**src/rtl/mips_pkg.sv**
```systemverilog
// Shared definitions for the M-stage exception sequencer and its CP0 neighbours.
package mips_pkg;

    // Sequencer states: normal execution, pipeline flush, fetch redirect.
    typedef enum logic [1:0] {
        ST_RUN   = 2'd0,
        ST_FLUSH = 2'd1,
        ST_REDIR = 2'd2
    } excState_t;

    // Default exception/interrupt entry point.
    localparam logic [31:0] HANDLER_ADDR_DEF = 32'h0000_4180;

    // CP0 register indices: Status, Cause, EPC.
    localparam int CP0_SR    = 12;
    localparam int CP0_CAUSE = 13;
    localparam int CP0_EPC   = 14;

    // Exception-code field width as seen by CP0.
    localparam int EXC_CODE_W = 5;

endpackage

```
**src/rtl/mips_int_sync.sv**
```systemverilog
// One interrupt line: multi-flop synchroniser followed by a rising-edge detector.
// intPulse is high for exactly one cycle per 0->1 transition seen at the
// synchroniser output.
module mips_int_sync #(
    parameter int SYNC_STAGES = 2
) (
    input  logic clk,
    input  logic reset,
    input  logic intRaw,
    output logic intPulse
);

    logic [SYNC_STAGES-1:0] syncReg;
    logic                   prevReg;

    // Shift the raw line through the chain and remember the last synced value.
    always_ff @(posedge clk or negedge reset) begin
        if (!reset) begin
            syncReg <= '0;
            prevReg <= 1'b0;
        end else begin
            syncReg <= {syncReg[SYNC_STAGES-2:0], intRaw};
            prevReg <= syncReg[SYNC_STAGES-1];
        end
    end

    assign intPulse = syncReg[SYNC_STAGES-1] & ~prevReg;

endmodule

```
**src/rtl/mips_exc_ctrl.sv**
```systemverilog
// Exception/interrupt sequencer between the M stage and CP0.
// Holds synchronised interrupt pending bits, gates M-stage exception codes into
// CP0, and on a CP0 request or an accepted ERET runs flush -> redirect.
module mips_exc_ctrl
    import mips_pkg::*;
#(
    parameter int          NUM_INT      = 6,
    parameter int          SYNC_STAGES  = 2,
    parameter int          FLUSH_CYCLES = 1,
    parameter logic [31:0] HANDLER_ADDR = HANDLER_ADDR_DEF
) (
    input  logic                  clk,
    input  logic                  reset,
    input  logic [NUM_INT-1:0]    intRaw,
    input  logic [NUM_INT-1:0]    intAck,
    input  logic                  validM,
    input  logic [EXC_CODE_W-1:0] excCodeM,
    input  logic [31:0]           pcM,
    input  logic                  bdM,
    input  logic                  eretM,
    input  logic [31:0]           epcIn,
    input  logic                  cp0Req,
    output logic [NUM_INT-1:0]    hwInt,
    output logic [EXC_CODE_W-1:0] excCodeOut,
    output logic [31:0]           pcOut,
    output logic                  bdOut,
    output logic                  exlClr,
    output logic                  flush,
    output logic                  redirect,
    output logic [31:0]           redirectPC,
    output logic                  busy
);

    localparam int              CNT_W    = (FLUSH_CYCLES > 1) ? $clog2(FLUSH_CYCLES) : 1;
    localparam logic [CNT_W-1:0] CNT_INIT = CNT_W'(FLUSH_CYCLES - 1);

    logic [NUM_INT-1:0] intPulse;
    logic [NUM_INT-1:0] pendingReg;

    excState_t          stateReg;
    logic [CNT_W-1:0]   cntReg;
    logic [31:0]        targetReg;
    logic               flushReg;
    logic               redirectReg;
    logic [31:0]        redirectPCReg;
    logic               busyReg;

    logic               runState;
    logic               eretAccept;

    generate
        for (genvar gi = 0; gi < NUM_INT; gi++) begin : gIntSync
            mips_int_sync #(
                .SYNC_STAGES(SYNC_STAGES)
            ) uIntSync (
                .clk     (clk),
                .reset   (reset),
                .intRaw  (intRaw[gi]),
                .intPulse(intPulse[gi])
            );
        end
    endgenerate

    // Pending bits: handler acks clear, a fresh edge sets; the set wins a tie.
    always_ff @(posedge clk or negedge reset) begin
        if (!reset) begin
            pendingReg <= '0;
        end else begin
            pendingReg <= (pendingReg & ~intAck) | intPulse;
        end
    end

    assign hwInt = pendingReg;

    // Triggers are only honoured in RUN; CP0 requests take priority over ERET.
    assign runState   = (stateReg == ST_RUN);
    assign eretAccept = runState && eretM && validM && (excCodeM == '0) && !cp0Req;
    assign exlClr     = eretAccept;
    assign excCodeOut = (runState && validM) ? excCodeM : '0;
    assign pcOut      = pcM;
    assign bdOut      = bdM;

    // Sequencer with its outputs registered alongside the state so they never glitch.
    always_ff @(posedge clk or negedge reset) begin
        if (!reset) begin
            stateReg      <= ST_RUN;
            cntReg        <= '0;
            targetReg     <= '0;
            flushReg      <= 1'b0;
            redirectReg   <= 1'b0;
            redirectPCReg <= '0;
            busyReg       <= 1'b0;
        end else begin
            case (stateReg)
                ST_RUN: begin
                    flushReg      <= 1'b0;
                    redirectReg   <= 1'b0;
                    redirectPCReg <= '0;
                    busyReg       <= 1'b0;
                    if (cp0Req) begin
                        targetReg <= HANDLER_ADDR;
                        cntReg    <= CNT_INIT;
                        stateReg  <= ST_FLUSH;
                        flushReg  <= 1'b1;
                        busyReg   <= 1'b1;
                    end else if (eretAccept) begin
                        targetReg <= epcIn;
                        cntReg    <= CNT_INIT;
                        stateReg  <= ST_FLUSH;
                        flushReg  <= 1'b1;
                        busyReg   <= 1'b1;
                    end
                end
                ST_FLUSH: begin
                    flushReg <= 1'b1;
                    busyReg  <= 1'b1;
                    if (cntReg == '0) begin
                        stateReg      <= ST_REDIR;
                        redirectReg   <= 1'b1;
                        redirectPCReg <= targetReg;
                    end else begin
                        cntReg <= cntReg - CNT_W'(1);
                    end
                end
                ST_REDIR: begin
                    stateReg      <= ST_RUN;
                    flushReg      <= 1'b0;
                    redirectReg   <= 1'b0;
                    redirectPCReg <= '0;
                    busyReg       <= 1'b0;
                end
                default: begin
                    stateReg      <= ST_RUN;
                    flushReg      <= 1'b0;
                    redirectReg   <= 1'b0;
                    redirectPCReg <= '0;
                    busyReg       <= 1'b0;
                end
            endcase
        end
    end

    assign flush      = flushReg;
    assign redirect   = redirectReg;
    assign redirectPC = redirectPCReg;
    assign busy       = busyReg;

endmodule
```
**config.mk**
```make
export PLATFORM = sky130hd
export DESIGN_NAME = mips_exc_ctrl
export DESIGN_NICKNAME = d
export VERILOG_FILES = /design/src/rtl/mips_pkg.sv /design/src/rtl/mips_int_sync.sv /design/src/rtl/mips_exc_ctrl.sv
export SDC_FILE = /design/constraint.sdc
export NUM_CORES = 1
export LEC_CHECK = 0
export BUFFER_PORTS_ARGS = -buffer_cell sky130_fd_sc_hd__buf_2
export CAP_MARGIN = 20
export CELL_PAD_IN_SITES_DETAIL_PLACEMENT = 0
export CELL_PAD_IN_SITES_GLOBAL_PLACEMENT = 1
export CORE_ASPECT_RATIO = 0.75
export CORE_MARGIN = 5
export CORE_UTILIZATION = 40
export CTS_BUF_LIST = sky130_fd_sc_hd__clkbuf_4
export DETAILED_ROUTE_END_ITERATION = 12
export PLACE_DENSITY = 0.91
export SLEW_MARGIN = 20
export SYNTH_ARGS = -nofsm -noshare
export SYNTH_HDL_FRONTEND = slang
export SYNTH_SLANG_ARGS = --single-unit
```
**constraint.sdc**
```tcl
create_clock -name clk -period 2.9 [get_ports clk]
set_input_delay 0.58 -clock clk [delete_from_list [all_inputs] [get_ports clk]]
set_output_delay 0.58 -clock clk [all_outputs]
set_load 0.05 [all_outputs]
```
* Word level (Yosys, flattened, before mapping)
Index checks and enable logic that the tools add are counted.
** Storage, ports and cells
- Flip-flop bits (word level) :: 93
- Bits of input ports :: 87
- Logic and storage cells :: 69
** Operators by class
- $add $sub $neg :: 1
- Equality and inequality tests :: 3
- Mux-type cells :: 18
- Bitwise logic cells :: 15
- Reduce and logical (&&, ||, !) cells :: 13
** Operators by type and width (count)
- 2-to-1 mux 32 bit :: 4
- 2-to-1 mux 1 bit :: 7
- bitwise AND 1 bit :: 6
- bitwise AND 6 bit :: 1
- 2-to-1 mux 2 bit :: 3
- inverter 1 bit :: 6
- inverter 6 bit :: 1
- OR 6 bit :: 1
- AND reduction 2 bit :: 3
- logical AND 1 bit :: 5
- zero test 5 bit :: 1
- 2-to-1 mux 5 bit :: 1
- case mux 1 bit (2 select lines) :: 2
- case mux 2 bit (2 select lines) :: 1
- nonzero test 2 bit :: 2
- != test 3 bit (second input constant) :: 1
- == test 2 x 1 -> 1 bit (second input constant) :: 1
- zero test 2 bit :: 1
- != test 2 bit (second input constant) :: 1
- zero test 1 bit :: 1
- subtractor 1 bit (second input constant) :: 1

* Depth between registers and ports, before layout
- Depth in word-level cells :: 8
- Gate-level depth with buffers :: 5

* By module
A second synthesis with hierarchy kept.
** Second synthesis, totals
- Cell total of the unflattened synthesis :: 377
- Area total of the unflattened synthesis :: 4068.9 sq um
** Modules (own cells, without submodules)
- mips_exc_ctrl :: times used 1, cells an instance 353, area each 3535.9 sq um
- mips_int_sync :: times used 6, cells an instance 4, area each 88.8 sq um

* Worst setup path before layout
Ideal clock, no wire load.
- Kind :: input port to output port
- Start point :: input excCodeM[0]
- End point :: output exlClr
- Data arrival time :: 2.551 ns
- Slack :: -0.231 ns
- Stages :: 3
- Path through :: nor4b_2 > nand3_1 > nor4_1
** Between the ends
- Word-level cells in the longest chain between the ends :: 3
** RTL lines
- start: declaration :: line mips_exc_ctrl.sv:17 : input logic [EXC_CODE_W-1:0] excCodeM,
- zero test 5 bit :: line mips_exc_ctrl.sv:77 : assign eretAccept = runState && eretM && validM && (excCodeM == '0) && !cp0Req;
- logical AND 1 bit (2 in a row) :: line mips_exc_ctrl.sv:77
- end: declaration :: line mips_exc_ctrl.sv:27 : output logic exlClr,
Every way passes these cells.

* Final worst setup path
- Start point :: register stateReg[1]
- End point :: output exlClr
** Between the ends
- Word-level cells in the longest chain between the ends :: 5
** RTL lines
- start: declaration :: line mips_exc_ctrl.sv:40 : excState_t stateReg;
- start signal: assignment :: line mips_exc_ctrl.sv:86 : stateReg <= ST_RUN;
- start signal: assignment :: line mips_exc_ctrl.sv:103 : stateReg <= ST_FLUSH;
- start signal: assignment :: line mips_exc_ctrl.sv:109 : stateReg <= ST_FLUSH;
- zero test 2 bit :: line mips_exc_ctrl.sv:76 : assign runState = (stateReg == ST_RUN);
- logical AND 1 bit (4 in a row) :: line mips_exc_ctrl.sv:77
Every way passes these cells.

==> summary.txt <==
Floorplanning
  • Die width: between 100 and 150 µm
  • Core ar.: approximately 10000 µm²
  • Initial Utilization: 0.403
  • Die area: approximately 12000 µm²
  • # IOs: ~170
  • Num rows: 32
  • Die Ht: between 90 and 100 µm

STA
  • Final Slew Violations: 0
  • # setup viols final: 0
  • RSZ-0062 raised after global routing: no
  • Slew @ Worst Pin: 0.756 ns
  • Setup_tns: 0 ns
  • Fmax: between 0.3 and 0.4 GHz
  • Relative slew margins: 0.496
  • Crit path time final: between 2 and 3 ns
  • Final period util: 0.871
  • Clock Skew: ~0.017 ns
  • Final Hold Viols: 0

Clock tree
  • Clock buffer depth: 2
  • Clock root buffer: clkbuf_4
  • Worst skew pair latency: around 0.43 ns
  • Postcts setup bufs: 0
  • Clock sink count: 92
  • Hold bufs inserted after CTS: 0
  • TritonCTS clock tree: yes
  • CTS Buf Count: 9
  • Cts repair resizes: 0
  • H-tree Lvls: 3
  • Worst-path clk slew: around 0.14 ns

Critical path
  • CP Max Fanout: 10
  • CP Class: register to output pin
  • Setup crit end kind: output pin
  • Worst Path Required: between 2 and 2.5 ns
  • Worst r2r dst: targetReg[22]
  • Worst reg-to-reg path cell count: 3
  • Worst r2r src: stateReg[1]
  • Setup crit start kind: register
  • Worst path arrival time: 1.95 ns
  • Flop2flop setup slack: ~1.3 ns

Global route
  • Largest net degree at the start of global routing: approximately 60
  • Vias in the first global route: approximately 2800
  • First-pass GRT wire length: 13900 µm
  • Grt ovf: 0
  • Tot GR Track Use: 0.139
  • Initial antenna violation count: 0

Placement
  • DP Wirelength: about 5300 µm
  • Placer Congestion: roughly 0.75
  • Cell count after placement: 533
  • IO Port Bufs: 100

Job
  • Max_cap viols: 0

Synthesis
  • Syn Inst Count: around 350
  • Leading area contributor after synthesis: dfrtp_1
  • Mapped Avg Cell Area: ~12 µm²
  • Sequential share of the synthesized area: 0.564
  • Top post-synthesis cells by area: dfrtp_1 56%, buf_4 6.2%, a221o_2 5.8%
  • Syn Nets: 440
  • Synth warn: 0
  • Mapped Area: 4090 µm²
  • Cell variety after synth: 31
  • Synthesized flop and latch total: between 90 and 100
  • Area share of the leading cell type in the synthesized netlist: 0.564

Route
  • Post-DR vias/cell: about 5
  • Wirelength, routed: 8280 µm
  • DRC: 0
  • Via count: ~2800
  • First-pass DRT Iterations: 6
  • Post-route antenna net violation count: 0
  • Drt wl/cell: 15.1 µm
  • Starting DRT DRC Count: around 150

Finish
  • Post-layout util: 0.449
  • # diodes: 0
  • Synth-to-layout area growth: 11.4%
  • Sequential cell area: about 2300 µm²
  • Layout Nets: 495
  • Share of layout cells above drive strength 1: 0.370
  • # fillers: between 900 and 1000
  • Multi-input gate area: between 1000 and 1500 µm²
  • Final std cells w/o fill: 549

Hold path
  • Worst Hold Class: input pin to async pin

Pwr
  • Worst VDD drop: around 0.27 mV
  • Power per Cell Area: ~560 nW/µm²
  • Leak pwr: 2.25 nW

Run status
  • Run status: completed
==> logic make-up (layout without fill, tap and decap cells) <==
family | after synthesis | count (layout) | synth area share
AOI/OAI and AO/OA | 40 | 40 | 0.0971
buffers and inverters | 74 | 134 | 0.113
DFF | 92 | 92 | 0.564
and+or+nand+nor | 147 | 147 | 0.227
==> synthesized netlist by cell type <==
cell type and instances:
or2_2 1, and2_1 32, clkbuf_1 20, o21a_1 1, buf_4 34, and3_1 1, nand4_1 2, a211oi_1 2
nor2b_1 31, a221o_2 21, nor3b_1 1, nand3_1 1, or3b_2 1, nor3_1 1, buf_6 3, and3_2 4
nor4_1 29, nor4b_2 1, a221o_1 8, clkbuf_8 3, nand2b_1 31, buf_2 2, or4b_1 1, inv_1 12
or4_1 1, o311a_1 2, dfrtp_1 92, nand2_1 1, o22ai_1 6, nor4_2 1, nor2_1 7
==> where the power goes <==
part	switching [mW]	total [mW]	internal, mW
combinational	0.300	0.435	0.135
clock	0.421	0.694	0.273
sequential	0.0435	1.40	1.36
==> stage by stage <==
step | area (µm²) | setup WS (ns) | total power [mW] | hold WS [ns]
floorplan | 4090 | 0.339 | 1.85 | 0.284
global placement | 4410 | 0.615 | 1.85 | 0.333
detailed placement | 4410 | 0.559 | 1.86 | 0.335
CTS | 4550 | 0.322 | 2.58 | 0.119
global route | 4550 | 0.188 | 2.67 | 0.141
finish | 4550 | 0.375 | 2.53 | 0.136
==> worst max-delay path, stage by stage, from the launching register on <==
cell and delay, ns:
dfrtp_1 0.46, nor2_1 0.46, nand3_1 0.16, nor4_2 0.14
buf_2 0.30
==> worst max-delay path by stage <==
stage                            from  endpoint  slack [ns]  cells after the start
after floorplan           excCodeM[0]    exlClr        0.34                      3
after global placement    excCodeM[0]    exlClr        0.62                      5
after detailed placement  excCodeM[0]    exlClr        0.56                      5
after CTS                 stateReg[1]    exlClr        0.32                      4
after global routing      stateReg[1]    exlClr        0.19                      4
final                     stateReg[1]    exlClr        0.37                      4
==> flip-flops by register name, indices dropped and copies added (netlist names) <==
register / flops
busy: 1
gIntSync.uIntSync.prevReg: 6
gIntSync.uIntSync.syncReg: 12
hwInt: 6
redirect: 1
redirectPC: 32
stateReg: 2
targetReg: 32
==> layer usage <==
metal | global-route usage | up-vias | part of all wire
met2 | 0.222 | 92 | 0.46
li1 | - | 1305 | -
met1 | 0.178 | 1340 | 0.46
met4 | 0.0445 | 0 | 0.015
met3 | 0.0462 | 20 | 0.063
met5 | 0 | - | 0
==> placed cells by master, fill, tap and decap left out, types with 4 or more instances in the layout <==
cell type,netlist,layout
o22ai_1,6,6
inv_1,12,12
buf_4,34,6
nor4_1,29,28
dfrtp_1,92,92
nor2b_1,31,30
clkbuf_4,0,10
a221o_1,8,8
buf_2,2,99
and2_1,32,32
a221o_2,21,21
nor2_1,7,7
nand2b_1,31,31
and3_2,4,4
==> area by class of cell <==
type	instances	share of cell area
Clock buffer	10	0.0165
Clock inverter	6	0.0140
Inverter	12	0.00990
Multi-Input combinational cell	187	0.293
Sequential cell	92	0.506
Tap cell	136	0.0374
Timing Repair Buffer	106	0.123
(Power assumes the default switching activity.)
